===== config.mk =====
export PLATFORM = sky130hd
export DESIGN_NAME = dram_axi_id_remap
export DESIGN_NICKNAME = d
export VERILOG_FILES = /design/src/rtl/dram_axi_id_remap.sv
export SDC_FILE = /design/constraint.sdc
export NUM_CORES = 1
export LEC_CHECK = 0
export ABC_AREA = 1
export CAP_MARGIN = 20
export CORE_AREA = 3 3 228 230
export CTS_CLUSTER_DIAMETER = 80
export DETAILED_ROUTE_END_ITERATION = 7
export DIE_AREA = 0 0 231 233
export MAX_ROUTING_LAYER = met4
export PLACE_DENSITY_LB_ADDON = 0.3
export RECOVER_POWER = 100
export SLEW_MARGIN = 0
export SYNTH_ARGS = -nofsm -noshare
export SYNTH_HDL_FRONTEND = slang
export SYNTH_HIERARCHICAL = 1
export SYNTH_SLANG_ARGS = --single-unit

===== constraint.sdc =====
create_clock -name clk_i -period 8.45 [get_ports clk_i]
set_input_delay 2.1125 -clock clk_i [delete_from_list [all_inputs] [get_ports clk_i]]
set_output_delay 2.1125 -clock clk_i [all_outputs]
set_load 0.1 [all_outputs]

===== src/rtl/dram_axi_id_remap.sv =====
// AXI4 ID remapper: folds wide SoC IDs onto narrow controller IDs via per-direction tables.
// Optional DRAM_ID_REMAP_STATS_EN adds stall counters and a read-table high-water mark.

package dram_axi_pkg;
    localparam int unsigned AddrWidth = 32;
    localparam int unsigned DataWidth = 64;
    localparam int unsigned UserWidth = 1;
    localparam int unsigned SlvIdW    = 6;
    localparam int unsigned MstIdW    = 4;

    typedef struct packed {
        logic [SlvIdW-1:0]    id;
        logic [AddrWidth-1:0] addr;
        logic [7:0]           len;
        logic [2:0]           size;
        logic [1:0]           burst;
        logic                 lock;
        logic [3:0]           cache;
        logic [2:0]           prot;
        logic [3:0]           qos;
        logic [UserWidth-1:0] user;
    } slv_ax_t;

    typedef struct packed {
        logic [MstIdW-1:0]    id;
        logic [AddrWidth-1:0] addr;
        logic [7:0]           len;
        logic [2:0]           size;
        logic [1:0]           burst;
        logic                 lock;
        logic [3:0]           cache;
        logic [2:0]           prot;
        logic [3:0]           qos;
        logic [UserWidth-1:0] user;
    } mst_ax_t;

    typedef struct packed {
        logic [DataWidth-1:0]   data;
        logic [DataWidth/8-1:0] strb;
        logic                   last;
        logic [UserWidth-1:0]   user;
    } w_t;

    typedef struct packed {
        logic [SlvIdW-1:0]    id;
        logic [1:0]           resp;
        logic [UserWidth-1:0] user;
    } slv_b_t;

    typedef struct packed {
        logic [MstIdW-1:0]    id;
        logic [1:0]           resp;
        logic [UserWidth-1:0] user;
    } mst_b_t;

    typedef struct packed {
        logic [SlvIdW-1:0]    id;
        logic [DataWidth-1:0] data;
        logic [1:0]           resp;
        logic                 last;
        logic [UserWidth-1:0] user;
    } slv_r_t;

    typedef struct packed {
        logic [MstIdW-1:0]    id;
        logic [DataWidth-1:0] data;
        logic [1:0]           resp;
        logic                 last;
        logic [UserWidth-1:0] user;
    } mst_r_t;

    typedef struct packed {
        slv_ax_t aw;
        logic    aw_valid;
        w_t      w;
        logic    w_valid;
        logic    b_ready;
        slv_ax_t ar;
        logic    ar_valid;
        logic    r_ready;
    } slv_req_t;

    typedef struct packed {
        logic   aw_ready;
        logic   ar_ready;
        logic   w_ready;
        slv_b_t b;
        logic   b_valid;
        slv_r_t r;
        logic   r_valid;
    } slv_resp_t;

    typedef struct packed {
        mst_ax_t aw;
        logic    aw_valid;
        w_t      w;
        logic    w_valid;
        logic    b_ready;
        mst_ax_t ar;
        logic    ar_valid;
        logic    r_ready;
    } mst_req_t;

    typedef struct packed {
        logic   aw_ready;
        logic   ar_ready;
        logic   w_ready;
        mst_b_t b;
        logic   b_valid;
        mst_r_t r;
        logic   r_valid;
    } mst_resp_t;
endpackage

module dram_axi_id_table #(
    parameter int unsigned MaxTxns      = 8,
    parameter int unsigned MaxTxnsPerId = 4,
    parameter int unsigned SlvIdWidth   = 6,
    parameter int unsigned MstIdWidth   = 4
) (
    input  logic                  clk_i,
    input  logic                  rst_ni,
    input  logic [SlvIdWidth-1:0] req_id,
    input  logic                  push,
    output logic                  can_accept,
    output logic [MstIdWidth-1:0] req_mst_id,
    input  logic [MstIdWidth-1:0] rsp_mst_id,
    input  logic                  rsp_valid,
    input  logic                  pop,
    output logic [SlvIdWidth-1:0] rsp_slv_id
`ifdef DRAM_ID_REMAP_STATS_EN
    ,
    output logic [MaxTxns-1:0]    valid_o
`endif
);
    localparam int unsigned IdxW = (MaxTxns > 1) ? $clog2(MaxTxns) : 1;
    localparam int unsigned CntW = $clog2(MaxTxnsPerId + 1);

    logic [MaxTxns-1:0]    valid_q;
    logic [SlvIdWidth-1:0] id_q  [MaxTxns];
    logic [CntW-1:0]       cnt_q [MaxTxns];

    logic            hit, free;
    logic [IdxW-1:0] hit_idx, free_idx, sel_idx, rsp_idx;
    logic            rsp_hit;
    logic [MaxTxns-1:0] inc, dec;

    // Lookup: first matching entry, else lowest free entry; both from pre-cycle state
    always_comb begin
        hit      = 1'b0;
        hit_idx  = '0;
        free     = 1'b0;
        free_idx = '0;
        for (int i = 0; i < MaxTxns; i++) begin
            if (!hit && valid_q[i] && id_q[i] == req_id) begin
                hit     = 1'b1;
                hit_idx = IdxW'(i);
            end
            if (!free && !valid_q[i]) begin
                free     = 1'b1;
                free_idx = IdxW'(i);
            end
        end
        sel_idx    = hit ? hit_idx : free_idx;
        can_accept = hit ? (cnt_q[hit_idx] < CntW'(MaxTxnsPerId)) : free;
        req_mst_id = MstIdWidth'(sel_idx);
    end

    // Response side: controller ID indexes the table directly
    always_comb begin
        rsp_idx    = rsp_mst_id[IdxW-1:0];
        rsp_hit    = ({1'b0, rsp_mst_id} < (MstIdWidth+1)'(MaxTxns))
                     && valid_q[rsp_idx];
        rsp_slv_id = rsp_hit ? id_q[rsp_idx] : '0;
        for (int i = 0; i < MaxTxns; i++) begin
            inc[i] = push && (sel_idx == IdxW'(i));
            dec[i] = pop && rsp_hit && (rsp_idx == IdxW'(i));
        end
    end

    // Entry update: allocate/increment on accept, decrement/free on retire, hold when both
    always_ff @(posedge clk_i or negedge rst_ni) begin
        if (!rst_ni) begin
            valid_q <= '0;
            for (int i = 0; i < MaxTxns; i++) begin
                id_q[i]  <= '0;
                cnt_q[i] <= '0;
            end
        end else begin
            for (int i = 0; i < MaxTxns; i++) begin
                if (inc[i] && !dec[i]) begin
                    if (!valid_q[i]) begin
                        valid_q[i] <= 1'b1;
                        id_q[i]    <= req_id;
                        cnt_q[i]   <= CntW'(1);
                    end else begin
                        cnt_q[i] <= cnt_q[i] + CntW'(1);
                    end
                end else if (dec[i] && !inc[i]) begin
                    cnt_q[i] <= cnt_q[i] - CntW'(1);
                    if (cnt_q[i] == CntW'(1)) valid_q[i] <= 1'b0;
                end
            end
        end
    end

`ifdef DRAM_ID_REMAP_STATS_EN
    assign valid_o = valid_q;
`endif

    // A response must always name an entry that is in flight
    a_rsp_known: assert property (
        @(posedge clk_i) disable iff (!rst_ni) rsp_valid |-> rsp_hit
    );
endmodule

module dram_axi_id_remap #(
    parameter int unsigned SlvIdWidth   = 6,
    parameter int unsigned MstIdWidth   = 4,
    parameter int unsigned MaxTxns      = 8,
    parameter int unsigned MaxTxnsPerId = 4,
    parameter type slv_req_t  = dram_axi_pkg::slv_req_t,
    parameter type slv_resp_t = dram_axi_pkg::slv_resp_t,
    parameter type mst_req_t  = dram_axi_pkg::mst_req_t,
    parameter type mst_resp_t = dram_axi_pkg::mst_resp_t
) (
    input  logic      clk_i,
    input  logic      rst_ni,
    input  slv_req_t  slv_req_i,
    output slv_resp_t slv_resp_o,
    output mst_req_t  mst_req_o,
    input  mst_resp_t mst_resp_i
`ifdef DRAM_ID_REMAP_STATS_EN
    ,
    output logic [31:0]                    stall_aw_o,
    output logic [31:0]                    stall_ar_o,
    output logic [$clog2(MaxTxns+1)-1:0]   max_inflight_o
`endif
);
    if (MaxTxns > 2**MstIdWidth) begin : g_bad_cfg
        $error("MaxTxns does not fit in MstIdWidth");
    end

    logic                  aw_can, ar_can;
    logic [MstIdWidth-1:0] aw_mid, ar_mid;
    logic [SlvIdWidth-1:0] b_sid, r_sid;
    logic                  aw_push, ar_push, b_pop, r_pop;

    assign aw_push = rst_ni & slv_req_i.aw_valid & mst_resp_i.aw_ready & aw_can;
    assign ar_push = rst_ni & slv_req_i.ar_valid & mst_resp_i.ar_ready & ar_can;
    assign b_pop   = rst_ni & mst_resp_i.b_valid & slv_req_i.b_ready;
    assign r_pop   = rst_ni & mst_resp_i.r_valid & slv_req_i.r_ready
                     & mst_resp_i.r.last;

`ifdef DRAM_ID_REMAP_STATS_EN
    logic [MaxTxns-1:0] rd_valid;
    logic [MaxTxns-1:0] wr_valid;
`endif

    dram_axi_id_table #(
        .MaxTxns     (MaxTxns),
        .MaxTxnsPerId(MaxTxnsPerId),
        .SlvIdWidth  (SlvIdWidth),
        .MstIdWidth  (MstIdWidth)
    ) u_wr_tbl (
        .clk_i     (clk_i),
        .rst_ni    (rst_ni),
        .req_id    (slv_req_i.aw.id),
        .push      (aw_push),
        .can_accept(aw_can),
        .req_mst_id(aw_mid),
        .rsp_mst_id(mst_resp_i.b.id),
        .rsp_valid (mst_resp_i.b_valid),
        .pop       (b_pop),
        .rsp_slv_id(b_sid)
`ifdef DRAM_ID_REMAP_STATS_EN
        ,
        .valid_o   (wr_valid)
`endif
    );

    dram_axi_id_table #(
        .MaxTxns     (MaxTxns),
        .MaxTxnsPerId(MaxTxnsPerId),
        .SlvIdWidth  (SlvIdWidth),
        .MstIdWidth  (MstIdWidth)
    ) u_rd_tbl (
        .clk_i     (clk_i),
        .rst_ni    (rst_ni),
        .req_id    (slv_req_i.ar.id),
        .push      (ar_push),
        .can_accept(ar_can),
        .req_mst_id(ar_mid),
        .rsp_mst_id(mst_resp_i.r.id),
        .rsp_valid (mst_resp_i.r_valid),
        .pop       (r_pop),
        .rsp_slv_id(r_sid)
`ifdef DRAM_ID_REMAP_STATS_EN
        ,
        .valid_o   (rd_valid)
`endif
    );

    // Controller-side request: payload copied, IDs swapped, handshakes gated
    always_comb begin
        mst_req_o          = '0;
        mst_req_o.aw.id    = aw_mid;
        mst_req_o.aw.addr  = slv_req_i.aw.addr;
        mst_req_o.aw.len   = slv_req_i.aw.len;
        mst_req_o.aw.size  = slv_req_i.aw.size;
        mst_req_o.aw.burst = slv_req_i.aw.burst;
        mst_req_o.aw.lock  = slv_req_i.aw.lock;
        mst_req_o.aw.cache = slv_req_i.aw.cache;
        mst_req_o.aw.prot  = slv_req_i.aw.prot;
        mst_req_o.aw.qos   = slv_req_i.aw.qos;
        mst_req_o.aw.user  = slv_req_i.aw.user;
        mst_req_o.aw_valid = rst_ni & slv_req_i.aw_valid & aw_can;
        mst_req_o.w        = slv_req_i.w;
        mst_req_o.w_valid  = rst_ni & slv_req_i.w_valid;
        mst_req_o.b_ready  = rst_ni & slv_req_i.b_ready;
        mst_req_o.ar.id    = ar_mid;
        mst_req_o.ar.addr  = slv_req_i.ar.addr;
        mst_req_o.ar.len   = slv_req_i.ar.len;
        mst_req_o.ar.size  = slv_req_i.ar.size;
        mst_req_o.ar.burst = slv_req_i.ar.burst;
        mst_req_o.ar.lock  = slv_req_i.ar.lock;
        mst_req_o.ar.cache = slv_req_i.ar.cache;
        mst_req_o.ar.prot  = slv_req_i.ar.prot;
        mst_req_o.ar.qos   = slv_req_i.ar.qos;
        mst_req_o.ar.user  = slv_req_i.ar.user;
        mst_req_o.ar_valid = rst_ni & slv_req_i.ar_valid & ar_can;
        mst_req_o.r_ready  = rst_ni & slv_req_i.r_ready;
    end

    // SoC-side response: original IDs restored from the tables
    always_comb begin
        slv_resp_o          = '0;
        slv_resp_o.aw_ready = rst_ni & mst_resp_i.aw_ready & aw_can;
        slv_resp_o.ar_ready = rst_ni & mst_resp_i.ar_ready & ar_can;
        slv_resp_o.w_ready  = rst_ni & mst_resp_i.w_ready;
        slv_resp_o.b.id     = b_sid;
        slv_resp_o.b.resp   = mst_resp_i.b.resp;
        slv_resp_o.b.user   = mst_resp_i.b.user;
        slv_resp_o.b_valid  = rst_ni & mst_resp_i.b_valid;
        slv_resp_o.r.id     = r_sid;
        slv_resp_o.r.data   = mst_resp_i.r.data;
        slv_resp_o.r.resp   = mst_resp_i.r.resp;
        slv_resp_o.r.last   = mst_resp_i.r.last;
        slv_resp_o.r.user   = mst_resp_i.r.user;
        slv_resp_o.r_valid  = rst_ni & mst_resp_i.r_valid;
    end

`ifdef DRAM_ID_REMAP_STATS_EN
    localparam int unsigned OccW = $clog2(MaxTxns + 1);

    logic [OccW-1:0] rd_occ;
    logic            unused_wr;

    assign unused_wr = ^wr_valid;

    // Number of live read-table entries
    always_comb begin
        rd_occ = '0;
        for (int i = 0; i < MaxTxns; i++) begin
            rd_occ = rd_occ + OccW'(rd_valid[i]);
        end
    end

    // Saturating stall counters and read occupancy high-water mark
    always_ff @(posedge clk_i or negedge rst_ni) begin
        if (!rst_ni) begin
            stall_aw_o     <= '0;
            stall_ar_o     <= '0;
            max_inflight_o <= '0;
        end else begin
            if (slv_req_i.aw_valid && !aw_can && stall_aw_o != '1)
                stall_aw_o <= stall_aw_o + 32'd1;
            if (slv_req_i.ar_valid && !ar_can && stall_ar_o != '1)
                stall_ar_o <= stall_ar_o + 32'd1;
            if (rd_occ > max_inflight_o)
                max_inflight_o <= rd_occ;
        end
    end
`endif
endmodule


==> results of run 1 <==
[placed cells by master, fill, tap and decap left out, types with 3 or more instances in the layout]
cell type        netlist  routed
a211oi_1               5       5
a21oi_1               48      48
a21oi_2                3       3
buf_4                270       4
clkbuf_1              22      21
clkbuf_16              0      17
clkdlybuf4s50_1        0      29
dfrtp_1              160     160
dlygate4sd3_1          0       9
ha_1                  68      68
inv_1                218     220
inv_2                 18      16
inv_6                  0       4
inv_8                  0       4
nand2_1              385     387
nand2_2               15      13
nand3_1               61      61
nand4_1                6       6
nand4_2                3       3
nor2_1               150     153
nor2_2                12       9
nor2_4                10      10
nor3_1                20      20
o211ai_1              21      21
o21ai_0              173     174
o21ai_1                7       6
o221ai_1               5       5
o22ai_1               59      59
o31ai_1               21      21
xnor2_1                3       3
xor2_1                 7       7
[registers in the layout, indices dropped and copies added (netlist names)]
signal,count
u_rd_tbl/cnt_q,24
u_rd_tbl/id_q,48
u_rd_tbl/valid_q,8
u_wr_tbl/cnt_q,24
u_wr_tbl/id_q,48
u_wr_tbl/valid_q,8
[worst max-delay path: stages]
cell           delay (ps)
dlygate4sd3_1         930
inv_1                 380
nand2_1               130
nand2_1                60
nor2_1                110
nand2_1                80
nor2_1                280
nor2_2                 70
nand3_1               110
nor2_1                 80
nor2_4                150
nand2_1               130
nand2_1                80
nand3_1                80
nand3_1               100
nand3_1                90
nand2_1               120
nand3_1               110
inv_1                 110
clkbuf_2              460
[metal layers]
layer | GRT usage, % | part of all wire, % | vias to the layer above
met5 | - | 0 | -
met4 | 8.58 | 4.4 | 0
met3 | 7.52 | 11 | 138
met2 | 25.7 | 46 | 453
met1 | 18.2 | 39 | 4990
li1 | - | - | 5115
[final cells by class]
type	instances	area, um2	area share, %
Inverter	239	903	7.11
Timing Repair Buffer	66	510	4.02
Antenna cell	1	2.50	0.0197
Tap cell	672	841	6.62
Clock inverter	14	170	1.34
Sequential cell	160	4000	31.5
Multi-Input combinational cell	1106	5830	45.9
Clock buffer	18	439	3.46
[per-stage QoR]
stage / total power [mW] / instance area, um2
final: 2.65 / 12700
after global routing: 2.84 / 12700
after CTS: 2.70 / 12800
after detailed placement: 1.85 / 12200
after global placement: 1.84 / 12200
after floorplan: 2.19 / 13000
[cell families (layout without fill, tap and decap cells)]
kind of cell | count (synthesis) | in the layout | synth area share, %
other | 2 | 3 | 0.0577
AO/OA/AOI/OAI | 352 | 352 | 15.5
flip-flops | 160 | 160 | 30.8
AND/OR/NAND/NOR | 674 | 674 | 22.2
adder cells (fa/ha/maj) | 68 | 68 | 6.54
buffers and inverters | 548 | 337 | 24.3
XOR/XNOR | 10 | 10 | 0.673
[power groups by stage]
stage | sequential, mW | combinational (mW) | clock (mW)
floorplan | 1.01 | 1.18 | 0
global placement | 1.05 | 0.783 | 0
detailed placement | 1.05 | 0.793 | 0
CTS | 1.04 | 0.796 | 0.858
global route | 1.06 | 0.888 | 0.888
finish | 1.04 | 0.779 | 0.832
[final timing paths]
check / startpoint / endpoint / slack [ps] / cells past startpoint
setup / recovery: slv_req_i[202] / slv_resp_o[87] / 560 / 20
hold / removal: u_rd_tbl/cnt_q[11]$_DFFE_PN0P_ / u_rd_tbl/cnt_q[11]$_DFFE_PN0P_ / 500 / 2
setup reg to reg: u_wr_tbl/valid_q[0]$_DFFE_PN0P_ / u_wr_tbl/cnt_q[17]$_DFFE_PN0P_ / 3970 / 23
hold reg to reg: u_rd_tbl/cnt_q[11]$_DFFE_PN0P_ / u_rd_tbl/cnt_q[11]$_DFFE_PN0P_ / 500 / 2
max in group asynchronous: rst_ni / u_rd_tbl/id_q[37]$_DFFE_PN0P_ / 2990 / 2
min in group asynchronous: rst_ni / u_wr_tbl/cnt_q[4]$_DFFE_PN0P_ / 1550 / 1
==> reports/metrics.yaml, run 1 <==
critical_path:
  end_kind: "primary output"
  crit_required_ps: 6340
  arrival_ps: 5780
  crit_path_start_kind: "input port"
  cp_max_fo: 14
  crit_type: "input port to primary output"
cells_and_area:
  fin_cells: 2276
  fill_cells: 5652
  syn2layout_area_growth_pct: -2.39
  drive_above_1_share_pct: 6.43
  utilization_pct: 25.4
  nNetsFinal: 1951
global_route:
  grt_pass1_vias: 10200
  grt_max_degree: 64
  grt_pass1_wl_mm: 64.7
  grt_antenna_before_repair: 0
  grtUsageTotal_pct: 16.7
  grt_overflow: 0
drt:
  dr.first_iter.drc_count: 868
  wirelength_mm: 44.6
  wire_per_inst_um: 19.6
  drc: 0
  vias: 10700
  firstDrtPassIters: 5
  post_drt_via_cell_ratio: 4.70
  final_antenna_net_count: 0
cts:
  clk_pin_slew_ps: 70
  cts-resized-gates: 0
  hold_buffers: 0
  cts_tree: "built"
  cts.sinks: 160
  numCtsBuffers: 17
  worst_skew_pair.late_latency_ps: 480
  cts_max_level: 4
  cts_setup_buffers: 0
  root_buffer: "clkbuf_16"
  cts.path.max_buffers: 2
power_and_ir_drop:
  p_seq_share_pct: 39.3
  leakagePower_nw: 5.81
  p_clk_share_pct: 31.3
  swShare_pct: 39.4
  power_density_nw_per_um2: 209
  p_sw_mw: 1.05
  combPwrFrac_pct: 29.3
  ir_drop_uv: 137
  p_int_mw: 1.61
logic_synthesis:
  yosysTopAreaCellShare_pct: 30.8
  avgSynthCellArea_um2: 7.17
  synth_common_cells: "385 x nand2_1, 270 x buf_4, 218 x inv_1"
  synth_edf_count: 0
  syn_inst: 1814
  synth_ff_type: "dfrtp_1"
  async_reset_ff_share_pct: 100
  synth_seq_area_share_pct: 30.8
  synth_area_um2: 13000
  ys_warn_count: 6
  syn-num-nets: 2175
  synth.most_common_cell: "nand2_1"
  ys_ff_latch: 160
  synthDistinctLibCells: 46
  ys_top_cells_by_area: "dfrtp_1 31%, buf_4 16%, nand2_1 11%, o21ai_0 6.7%, ha_1 6.5%"
  synth_area_leader_cell: "dfrtp_1"
sta:
  hold_slack_ps: 504
  timing.slew.headroom_pct: -143
  tightest_slew_ps: 3640
  rsz0062_at_grt: "no"
  setup_violations: 0
  fin_worst_skew_ps: 18.6
  finalMaxSlewViolations: 103
  layout_setup_ws_ps: 555
  max_freq_mhz: 127
  fin_crit_sh_pct: 93.4
  setup-tns-final_ps: 0
  hold_viol_final: 0
  min_period_ps: 7890
die:
  io_pins: 584
  dieArea_um2: 53800
  start_util_pct: 26.0
  core_area_um2: 50100
  die_h_um: 233
  dieWidth_um: 231
  rows: 82
place:
  numPortBuffers: 61
  dp_slack_ps: 954
  placed_cells: 2243
  place_congestion: 0.895
  hpwl_mm: 35.4
outcome:
  violations: "capacitance limit, slew limit"
  run_status: "complete, but fails checks"
flow_run:
  cap_violations: 2
min_path:
  hold_path.class: "flip-flop to flip-flop"
(Power assumes the default switching activity.)
==> run 2: changes to the inputs <==
--- a/config.mk
+++ b/config.mk
@@ -7,14 +7,16 @@
 export LEC_CHECK = 0
 export ABC_AREA = 1
 export CAP_MARGIN = 20
-export CORE_AREA = 3 3 228 230
+export CELL_PAD_IN_SITES_DETAIL_PLACEMENT = 1
+export CELL_PAD_IN_SITES_GLOBAL_PLACEMENT = 1
+export CORE_AREA = 3 3 225 227
 export CTS_CLUSTER_DIAMETER = 80
 export DETAILED_ROUTE_END_ITERATION = 7
-export DIE_AREA = 0 0 231 233
+export DIE_AREA = 0 0 228 230
 export MAX_ROUTING_LAYER = met4
 export PLACE_DENSITY_LB_ADDON = 0.3
 export RECOVER_POWER = 100
-export SLEW_MARGIN = 0
+export SLEW_MARGIN = 20
 export SYNTH_ARGS = -nofsm -noshare
 export SYNTH_HDL_FRONTEND = slang
 export SYNTH_HIERARCHICAL = 1
==> run 2 against run 1 <==
Compared with the run above: the run still ends with capacitance limit, slew limit left; routed wire length grew 0.82%; non-clock buffer count grew 7; worst setup slack gained 220 ps; clock power grew 2.8%; core utilization grew 0.68 points; sequential share of layout area shrank 0.062 points; clock-buffer cell count grew 3; critical path depth shrank 2; maximum frequency grew 2.9%; flip-flop and latch count is the same; critical path type unchanged; highest routed layer unchanged.
==> reports/metrics.yaml, run 2 (same netlist as run 1, synthesis figures left out) <==
drt:
  firstDrtPassIters: 4  # -1
  post_drt_via_cell_ratio: 4.79  # +1.9%
  vias: 10900  # +1.8%
  dr.first_iter.drc_count: 639  # -26%
  wire_per_inst_um: 19.8  # +0.95%
  wirelength_mm: 44.9  # +0.82%
  drc: 0  # unchanged
  final_antenna_net_count: 0  # unchanged
critical_path:
  cp_slowest_stage_delay_ps: 940  # about the same
  crit_required_ps: 6340  # about the same
  cpMaxStageDelayCell: "dlygate4sd3_1"
  cp_max_fo: 14  # unchanged
  cp_top_family: "buffers and inverters"
  r2r-start: "u_wr_tbl/valid_q[0]$_DFFE_PN0P_"
  end_kind: "primary output"
  crit_path_start_kind: "input port"
  path_cells: "dlygate4sd3_1, inv_1, nand2_1, nand2_1, nand3_1, nor2_1, nor2_4, nand2_1, nor2_1, nand2_1, a21oi_1, nor2_1, nand3_1, nand3_1, nand3_1, nand3_1, inv_1, buf_4"
  critPathBufInv: 4  # unchanged
  worst_r2r_path_depth: 25  # +8.7%
  arrival_ps: 5560  # -220 ps
  r2r_slack_ps: 3900  # -70 ps
  r2r_end: "u_wr_tbl/cnt_q[2]$_DFFE_PN0P_"
  cp_common_cell: "nand3_1"
  crit_type: "input port to primary output"
sta:
  hold_slack_ps: 500  # -3.35 ps
  fin_crit_sh_pct: 90.8  # -2.6 points
  finalMaxSlewViolations: 124  # +20%
  hold_viol_final: 0  # unchanged
  layout_setup_ws_ps: 774  # +219 ps
  min_period_ps: 7680  # -219 ps
  timing.slew.headroom_pct: -190  # -47 points
  setup_violations: 0  # unchanged
  fin_worst_skew_ps: 15.0  # -3.59 ps
  tightest_slew_ps: 4350  # +710 ps
  setup-tns-final_ps: 0  # unchanged
  rsz0062_at_grt: "no"
  max_freq_mhz: 130  # +2.9%
global_route:
  grt_overflow: 0  # unchanged
  grt_antenna_before_repair: 0  # unchanged
  grt_max_degree: 74  # +16%
  grt_pass1_wl_mm: 68.9  # +6.5%
  grt_pass1_vias: 11200  # +10%
  grtUsageTotal_pct: 17.6  # +0.95 points
cells_and_area:
  layout_common_cells: "388 x nand2_1, 220 x inv_1, 174 x o21ai_0, 160 x dfrtp_1, 155 x nor2_1"
  drive_above_1_share_pct: 6.53  # +0.10 points
  num_antenna_cells: 0  # -1
  reg_top3: "u_rd_tbl/id_q (48), u_wr_tbl/id_q (48)"
  nNetsFinal: 1958  # +0.36%
  utilization_pct: 26.1  # +0.68 points
  final_common_cell: "nand2_1"
  fin_cells: 2273  # -0.13%
  syn2layout_area_growth_pct: -2.20
die:
  rows: 81  # -1.2%
  io_pins: 584  # unchanged
  core_area_um2: 48800  # -2.4%
  die_h_um: 230  # -1.3%
  start_util_pct: 26.6  # +0.65 points
  dieWidth_um: 228  # -1.3%
  dieArea_um2: 52400  # -2.6%
power_and_ir_drop:
  combPwrFrac_pct: 29.5  # +0.2 points
  p_seq_share_pct: 38.8  # -0.5 points
  p_sw_mw: 1.04  # -1.0%
  p_int_mw: 1.66  # +3.3%
  ir_drop_uv: 95.4  # -30%
  swShare_pct: 38.4  # -1.0 points
  p_clk_share_pct: 31.7  # +0.4 points
  leakagePower_nw: 5.84  # +0.49%
  power_density_nw_per_um2: 212  # +1.4%
cts:
  hold_buffers: 0  # unchanged
  numCtsBuffers: 17  # unchanged
  cts_setup_buffers: 0  # unchanged
  root_buffer: "clkbuf_16"
  cts-resized-gates: 0  # unchanged
  cts.sinks: 160  # unchanged
  cts_tree: "built"
  cts_max_level: 4  # unchanged
  clk_pin_slew_ps: 60  # about the same
  cts.path.max_buffers: 2  # unchanged
  worst_skew_pair.late_latency_ps: 480  # about the same
flow_run:
  cap_violations: 3  # +1
outcome:
  violations: "capacitance limit, slew limit"
  run_status: "complete, but fails checks"
place:
  hpwl_mm: 35.1  # -0.84%
  place_congestion: 0.824  # -8.0%
  dp_slack_ps: 975  # +20.8 ps
  numPortBuffers: 61  # unchanged
  placed_cells: 2242  # -0.045%
min_path:
  hold_end: "u_rd_tbl/cnt_q[23]$_DFFE_PN0P_"
  hp-start: "u_rd_tbl/cnt_q[23]$_DFFE_PN0P_"
  min_path_cells: 2  # unchanged
  hold_path.class: "flip-flop to flip-flop"
[run 2: cell count changes in the layout (fill, tap and decap cells not counted), sizes merged]
cell         previous run  this run
diode                   1         0
bufinv                  2         4
inv                   246       239
buf                     5        16
dlygate4sd3             9         8
clkinv                  4         5
[run 2: area by class of cell]
type                       count  area [um2]
inverter                     239         903
timing repair buffer          73         569
fill                        6114       36100
sequential                   160        4000
clock buffer                  21         450
tap                          664         831
multi-input combinational   1106        5810
clock inverter                10         160
[run 2: worst max-delay path by stage]
stage,from,end,slack (ps),cells past startpoint
floorplan,slv_req_i[201],mst_req_o[140],1550,15
global placement,slv_req_i[63],slv_resp_o[86],1120,18
detailed placement,slv_req_i[63],slv_resp_o[86],970,18
CTS,slv_req_i[63],slv_resp_o[86],960,18
global route,slv_req_i[61],slv_resp_o[86],390,18
finish,slv_req_i[61],slv_resp_o[86],770,18
[run 2: per-layer routing]
| layer | GRT usage, % | share of wire [%] |
|---|---|---|
| met5 | - | 0 |
| met3 | 5.62 | 6.7 |
| met4 | 7.83 | 3.7 |
| met1 | 20.9 | 44 |
| met2 | 27.4 | 46 |
[run 2: worst register-to-register path: cells and delay by family (launching register included)]
kind	cells	cell delay [ps]
buffers and inverters	4	1070
and+or+nand+nor	18	2460
DFF	1	500
AOI/OAI and AO/OA	2	220
adders and majority gates	1	210
[run 2: power by group through the flow]
stage | clock [mW] | sequential, mW | combinational, mW
finish | 0.855 | 1.05 | 0.796
global route | 0.919 | 1.07 | 0.911
CTS | 0.891 | 1.05 | 0.812
detailed placement | 0 | 1.06 | 0.809
global placement | 0 | 1.05 | 0.788
floorplan | 0 | 1.01 | 1.18
[run 2: stage by stage]
step	power (mW)	cell area [um2]
final	2.70	12700
after global routing	2.90	12700
after global placement	1.84	12200
after floorplan	2.19	13000
after detailed placement	1.87	12200
after CTS	2.75	12800
==> run 3: changes to the inputs <==
--- a/config.mk
+++ b/config.mk
@@ -16,6 +16,7 @@
 export MAX_ROUTING_LAYER = met4
 export PLACE_DENSITY_LB_ADDON = 0.3
 export RECOVER_POWER = 100
+export SKIP_LAST_GASP = 1
 export SLEW_MARGIN = 20
 export SYNTH_ARGS = -nofsm -noshare
 export SYNTH_HDL_FRONTEND = slang
==> results of run 3 <==
The final DEF is identical to that of run 2; final timing and power are the same.
